**src/rtl/fifo_wr_arbiter.sv**
```systemverilog
// Round-robin write-path arbiter: one owner at a time, bursts of up to MAX_BURST words.
// ack is combinational, wr_req/data_in 1 cycle later; wfull stalls the owner with all state held.
module fifo_wr_arbiter #(
    parameter int DATA_WIDTH = 32,
    parameter int NUM_REQ    = 4,
    parameter int MAX_BURST  = 4
) (
    input  logic                          w_clk,
    input  logic                          wrst,
    input  logic [NUM_REQ-1:0]            req,
    input  logic [NUM_REQ*DATA_WIDTH-1:0] req_data,
    input  logic                          wfull,
    output logic [NUM_REQ-1:0]            grant,
    output logic [NUM_REQ-1:0]            ack,
    output logic                          wr_req,
    output logic [DATA_WIDTH-1:0]         data_in,
    output logic                          busy
);

    localparam int PW = $clog2(NUM_REQ);
    localparam int BW = $clog2(MAX_BURST + 1);

    typedef enum logic {IDLE, GRANT} state_t;

    state_t          state;
    logic [PW-1:0]   ptr;
    logic [PW-1:0]   own;
    logic [BW-1:0]   bcnt;

    logic            found;
    logic [PW-1:0]   sel;
    logic [PW:0]     cand;
    logic [DATA_WIDTH-1:0] own_dat;
    logic            own_req;
    logic            accept;
    logic            last;
    logic [PW-1:0]   ptr_after;

    // First asserted request at or after ptr, wrapping modulo NUM_REQ
    always_comb begin
        found = 1'b0;
        sel   = '0;
        cand  = '0;
        for (int i = 0; i < NUM_REQ; i++) begin
            cand = {1'b0, ptr} + (PW+1)'(i);
            if (cand >= (PW+1)'(NUM_REQ))
                cand = cand - (PW+1)'(NUM_REQ);
            if (!found && req[cand[PW-1:0]]) begin
                found = 1'b1;
                sel   = cand[PW-1:0];
            end
        end
    end

    always_comb begin
        own_dat = '0;
        for (int i = 0; i < NUM_REQ; i++) begin
            if (PW'(i) == own)
                own_dat = req_data[i*DATA_WIDTH +: DATA_WIDTH];
        end
    end

    assign own_req   = req[own];
    assign accept    = (state == GRANT) && own_req && !wfull;
    assign last      = (bcnt == BW'(MAX_BURST - 1));
    assign ptr_after = (own == PW'(NUM_REQ - 1)) ? '0 : own + PW'(1);

    // grant is zero outside GRANT, so ack needs no state term
    assign ack  = grant & req & {NUM_REQ{~wfull}};
    assign busy = (state == GRANT);

    always_ff @(posedge w_clk or negedge wrst) begin
        if (!wrst) begin
            state   <= IDLE;
            grant   <= '0;
            ptr     <= '0;
            own     <= '0;
            bcnt    <= '0;
            wr_req  <= 1'b0;
            data_in <= '0;
        end else begin
            case (state)
                IDLE: begin
                    wr_req <= 1'b0;
                    if (found) begin
                        grant <= NUM_REQ'(1) << sel;
                        own   <= sel;
                        bcnt  <= '0;
                        state <= GRANT;
                    end
                end
                GRANT: begin
                    wr_req <= accept;
                    if (accept) begin
                        data_in <= own_dat;
                        bcnt    <= bcnt + BW'(1);
                    end
                    if (!own_req || (accept && last)) begin
                        grant <= '0;
                        ptr   <= ptr_after;
                        state <= IDLE;
                    end
                end
                default: state <= IDLE;
            endcase
        end
    end

endmodule
```
**config.mk**
```make
export PLATFORM = sky130hd
export DESIGN_NAME = fifo_wr_arbiter
export DESIGN_NICKNAME = d
export VERILOG_FILES = /design/src/rtl/fifo_wr_arbiter.sv
export SDC_FILE = /design/constraint.sdc
export NUM_CORES = 1
export LEC_CHECK = 0
export CAP_MARGIN = 5
export CORE_ASPECT_RATIO = 1.2
export CORE_UTILIZATION = 40
export CTS_CLUSTER_SIZE = 12
export DETAILED_ROUTE_END_ITERATION = 8
export HOLD_SLACK_MARGIN = 0.03
export MAX_ROUTING_LAYER = met4
export PLACE_DENSITY = 0.84
export REMOVE_ABC_BUFFERS = 1
export SYNTH_ARGS = -nofsm -noshare
export SYNTH_HDL_FRONTEND = slang
export SYNTH_SLANG_ARGS = --single-unit
```
**constraint.sdc**
```tcl
create_clock -name w_clk -period 3.8 [get_ports w_clk]
set_input_delay 1.14 -clock w_clk [delete_from_list [all_inputs] [get_ports w_clk]]
set_output_delay 1.14 -clock w_clk [all_outputs]
set_load 0.01 [all_outputs]
```
Yosys cells after proc, flatten, opt, wreduce, memory -nomap -nowiden
Cells that the tools add are included.
- register bits: 45
- bits of input ports: 135
- output and inout port bits: 42
- $add $sub $neg: 9
- magnitude comparators: 9
- eq/ne operators: 8
- shift-type cells: 1
- multiplexer cells: 37
- bitwise gates (word level): 4
- reductions and logical operators: 18
- operator list (kind ; number):
    two-way mux 32 bit ; 4
    two-way mux 2 bit ; 9
    less-than comparator 2 x 3 -> 1 bit (second input constant) ; 5
    two-way mux 1 bit ; 11
    binary-select mux 1 bit (select 2 bit) ; 5
    AND reduction 2 bit ; 5
    greater-or-equal comparator 3 bit (second input constant) ; 3
    AND 4 bit ; 2
    two-way mux 4 bit ; 2
    case mux 4 bit (2 select lines) ; 1
    subtractor 2 x 1 -> 2 bit (second input constant) ; 4
    adder 2 x 2 -> 3 bit (second input constant) ; 2
    logical AND 1 bit ; 6
    two-way mux 3 bit ; 2
    case mux 3 bit (2 select lines) ; 1
    zero test 1 bit ; 5
    equality test 2 bit (first input constant) ; 2
    != test 2 x 1 -> 1 bit (second input constant) ; 2
    case mux 1 bit (2 select lines) ; 2
    << shifter 1 x 2 -> 4 bit (first input constant) ; 1
    adder 2 x 1 -> 3 bit (second input constant) ; 1
    adder 3 x 1 -> 3 bit (second input constant) ; 1
    equality test 3 x 2 -> 1 bit (second input constant) ; 1
    greater-or-equal comparator 2 x 3 -> 1 bit (second input constant) ; 1
    other kinds (7) ; 8

Depth between registers and ports, before layout
- word-level depth: 17
- depth in mapped cells: 8

Least setup slack after synthesis
No wires, ideal clock.
- path type: in2out
- from: input port req[1]
- to: output port ack[1]
- arrival: 1508 ps
- data required time: 2660 ps
- setup slack: 1152 ps
- cell stages on the path: 2
- buffers on the path: 0
- path through: inv_1 -> nor3b_1
- longest elaborated chain between the ends: 2
- RTL lines (item ; line ; source):
    from (decl) ; 10 ; input logic [NUM_REQ-1:0] req,
    AND 4 bit (2 in a row) ; 69 ; assign ack = grant & req & {NUM_REQ{~wfull}};
    to (decl) ; 14 ; output logic [NUM_REQ-1:0] ack,
No other way between the ends.

Worst setup path in the final report
- from: input port req[2]
- to: output port ack[2]
Same word-level chain as after synthesis.

==> qor.yml <==
synthesis:
  leading_post_synthesis_cells_by_cell_area: "sky130_fd_sc_hd__dfrtp_1 (40%), sky130_fd_sc_hd__a221o_1 (11%), sky130_fd_sc_hd__a22oi_1 (8.5%)"
  netlist.top_cell.by_area: "sky130_fd_sc_hd__dfrtp_1"
  synth_seq_area_share_pct: 39.9
  asr_flop_ratio_synth_pct: 100
  synth_most_common_cell: "sky130_fd_sc_hd__dfrtp_1"
  yosys-top-cells-count: "sky130_fd_sc_hd__dfrtp_1 (45), sky130_fd_sc_hd__inv_1 (39), sky130_fd_sc_hd__a21oi_1 (36), sky130_fd_sc_hd__nand2_1 (35)"
  avgSynthCellArea_um2: 8.68
  synth.ff_latch_count: 45
  ys.flop_type: "sky130_fd_sc_hd__dfrtp_1"
  synth_largest_type_area_fraction_pct: 39.9
  synth.yosys.warnings: 0
  syn_area_mm2: 0.00282
  syn_inst: 325
  synth.distinct_cells: 37
  synth_edf_count: 0
floorplanning:
  initial_cell_density_of_the_core_pct: 41.4
  die_ht_um: 94
  floorplan.die.width_um: 78.7
  ios: 177
  rows: 33
  die_area_mm2: 0.00739
  core_area_mm2: 0.00681
global_route:
  globalRoute.totalOverflow: 0
  grt_first_pass_wirelength_um: 13700
  grt_use_total_pct: 24.6
  grt_start_max_net_pins: 72
  first_global_vias: 2932
  grt_antenna_before_repair: 0
pwr:
  switchingPower_mw: 1.20
  worst_ir_drop_vdd_uv: 377
  clock_power_share_pct: 9.8
  combinationalPowerShare_pct: 62.8
  internal_power_mw: 1.78
  share_seq_of_total_power_pct: 27.4
  p_sw_share_pct: 40.4
  power_per_cell_area_mw_per_mm2: 637
  p_leak_nw: 2.05
worst_setup_path:
  start_kind: "input pin"
  endpoint_kind: "primary output"
  worst-setup-path-type: "in -> out"
  rrSetupSlack_ps: 1610
  crit-reg2reg-launch: "own[0]"
  worstSetupStartpoint: "req[2]"
  crit_path_max_fanout: 7
  critPathArrivalTime_ps: 2480
  critPathRequiredTime_ps: 2660
placement:
  post-dp-hpwl_um: 6410
  quantity_of_i_o_buffers_inserted_on_ports: 176
  finalWeightedCongestion: 0.779
detailed_routing:
  vias: 3038
  first_iter_violations: 121
  post_drt_via_cell_ratio: 5.34
  dr.pass1.iters: 4
  route.antenna.remaining_nets: 0
  post_drt_wl_per_cell_um: 15.4
  number_of_design_rule_violations_left_after_detail_routing: 0
  routed_wl_um: 8750
clock_tree:
  clk_pin_slew_worst_paths_ps: 70
  maximum_buffer_depth_of_the_clock_tree: 2
  htreeDepth: 2
  postCtsHoldBufs: 0
  clock_tree_from_tritoncts: "built"
  cts.repair_timing.setup_buffer_count: 0
  cts_sinks: 45
  numCtsBuffers: 5
  clock_network_latency_to_the_later_pin_of_the_worst_skew_pair_ps: 290
  cts-root-buf: "sky130_fd_sc_hd__clkbuf_8"
sta:
  hold_viol_final: 0
  worst_relative_slew_slack_pct: 21.0
  post-route-min-period_ps: 3620
  clock_skew_ps: 4.74
  unrepaired_setup_endpoints_after_global_routing: "false"
  setup_tns_ps: 0
  fmaxAchievable_mhz: 276
  worst_slew_pin_slew_ps: 1190
  slew_viols_final: 0
  report.final.setup_viol: 0
  period_share_pct: 95.3
final_layout:
  multi_input_comb_area_mm2: 0.00142
  area_growth_pct: 65.9
  finish.utilization_pct: 68.7
  n_antenna_cell: 0
  fillerInstances: 566
  area.sequential_mm2: 0.00113
  layout-drive-gt1-share_pct: 4.77
  final_nets: 623
flow_run:
  timing.max_cap.violations: 0
outcome:
  result_of_the_run: "finished clean"
worst_hold_path:
  worstHoldStart: "data_in[4]"
  timing.hold.worst.class: "reg -> reg"
layer usage:
metal  routed length, µm  track usage [%]  vias up  share of wire, %
li1                    -                -     1490                 -
met1                3290             25.2     1405                38
met2                4660             45.1      123                53
met3                 576             6.21       20               6.6
met4                 223             8.33        0               2.5
met5                   0                -        -                 0
worst paths after layout:
path,endpoint,cells past startpoint
worst max-delay path,ack[2],3
worst min-delay path,data_in[4],2
worst max register to register,data_in[25],5
worst min register to register,data_in[4],2
max in group asynchronous,wr_req,1
min in group asynchronous,data_in[4],1
cells by family after synthesis:
group | Yosys count | synth area share [%]
compound gates | 144 | 35.1
buf+inv | 68 | 10.1
simple gates | 58 | 10.3
flops | 45 | 39.9
fa+ha+maj | 6 | 2.66
mux | 4 | 1.95
layout make-up:
cell class,instances,area share [%]
clock buffers,7,1.84
inverters,39,3.13
multi-input cells,212,30.3
flip-flops and latches,45,24.1
well taps,87,2.33
repair buffers,179,38.3
stage by stage:
step                cells  area (µm²)  hold WS, ps  total power [mW]  setup WS [ps]
floorplan             296        2680          467              1.89           1100
global placement      562        4590          461              2.65            160
detailed placement    562        4590          470              2.70           52.0
CTS                   569        4680          487              3.00           37.1
global route          569        4680          512              3.21            127
finish                569        4680          481              2.98            178
critical path, stage by stage:
cell                              delay [ps]
sky130_fd_sc_hd__clkdlybuf4s50_1         600
sky130_fd_sc_hd__and3b_1                 210
sky130_fd_sc_hd__clkdlybuf4s50_1         530
power by group through the flow:
stage                     combinational [mW]  clock [mW]  sequential [mW]
after global placement                  1.84           0            0.812
after global routing                    2.05       0.317            0.842
after floorplan                         1.01           0            0.879
after CTS                               1.89       0.299            0.815
after detailed placement                1.88           0            0.823
final                                   1.87       0.292            0.818
registers in the layout, summed over array words and instances, names as in the netlist:
signal / count
bcnt: 3
data_in: 32
grant: 4
busy: 1
own: 2
ptr: 2
wr_req: 1
placed cells by master, fill, tap and decap left out, drive strengths merged, types with 2 or more instances in the layout:
cell and instances:
o21ai 38, a221o 31, clkbuf 7, nand3 3
o2bb2ai 2, nor3 2, clkdlybuf4s50 174, nor2 5
a22o 2, mux2 2, nor2b 2, a22oi 32
dfrtp 45, inv 39, a21oi 37, ha 6
nand2 35, and3b 3, buf 4, or2b 2
repair_timing:
item,CTS,global route
hold endpoints to repair,0,0
gates resized for setup,0,1
endpoints found under the setup margin,0,1
No activity file was read; power rests on OpenSTA's default activity.
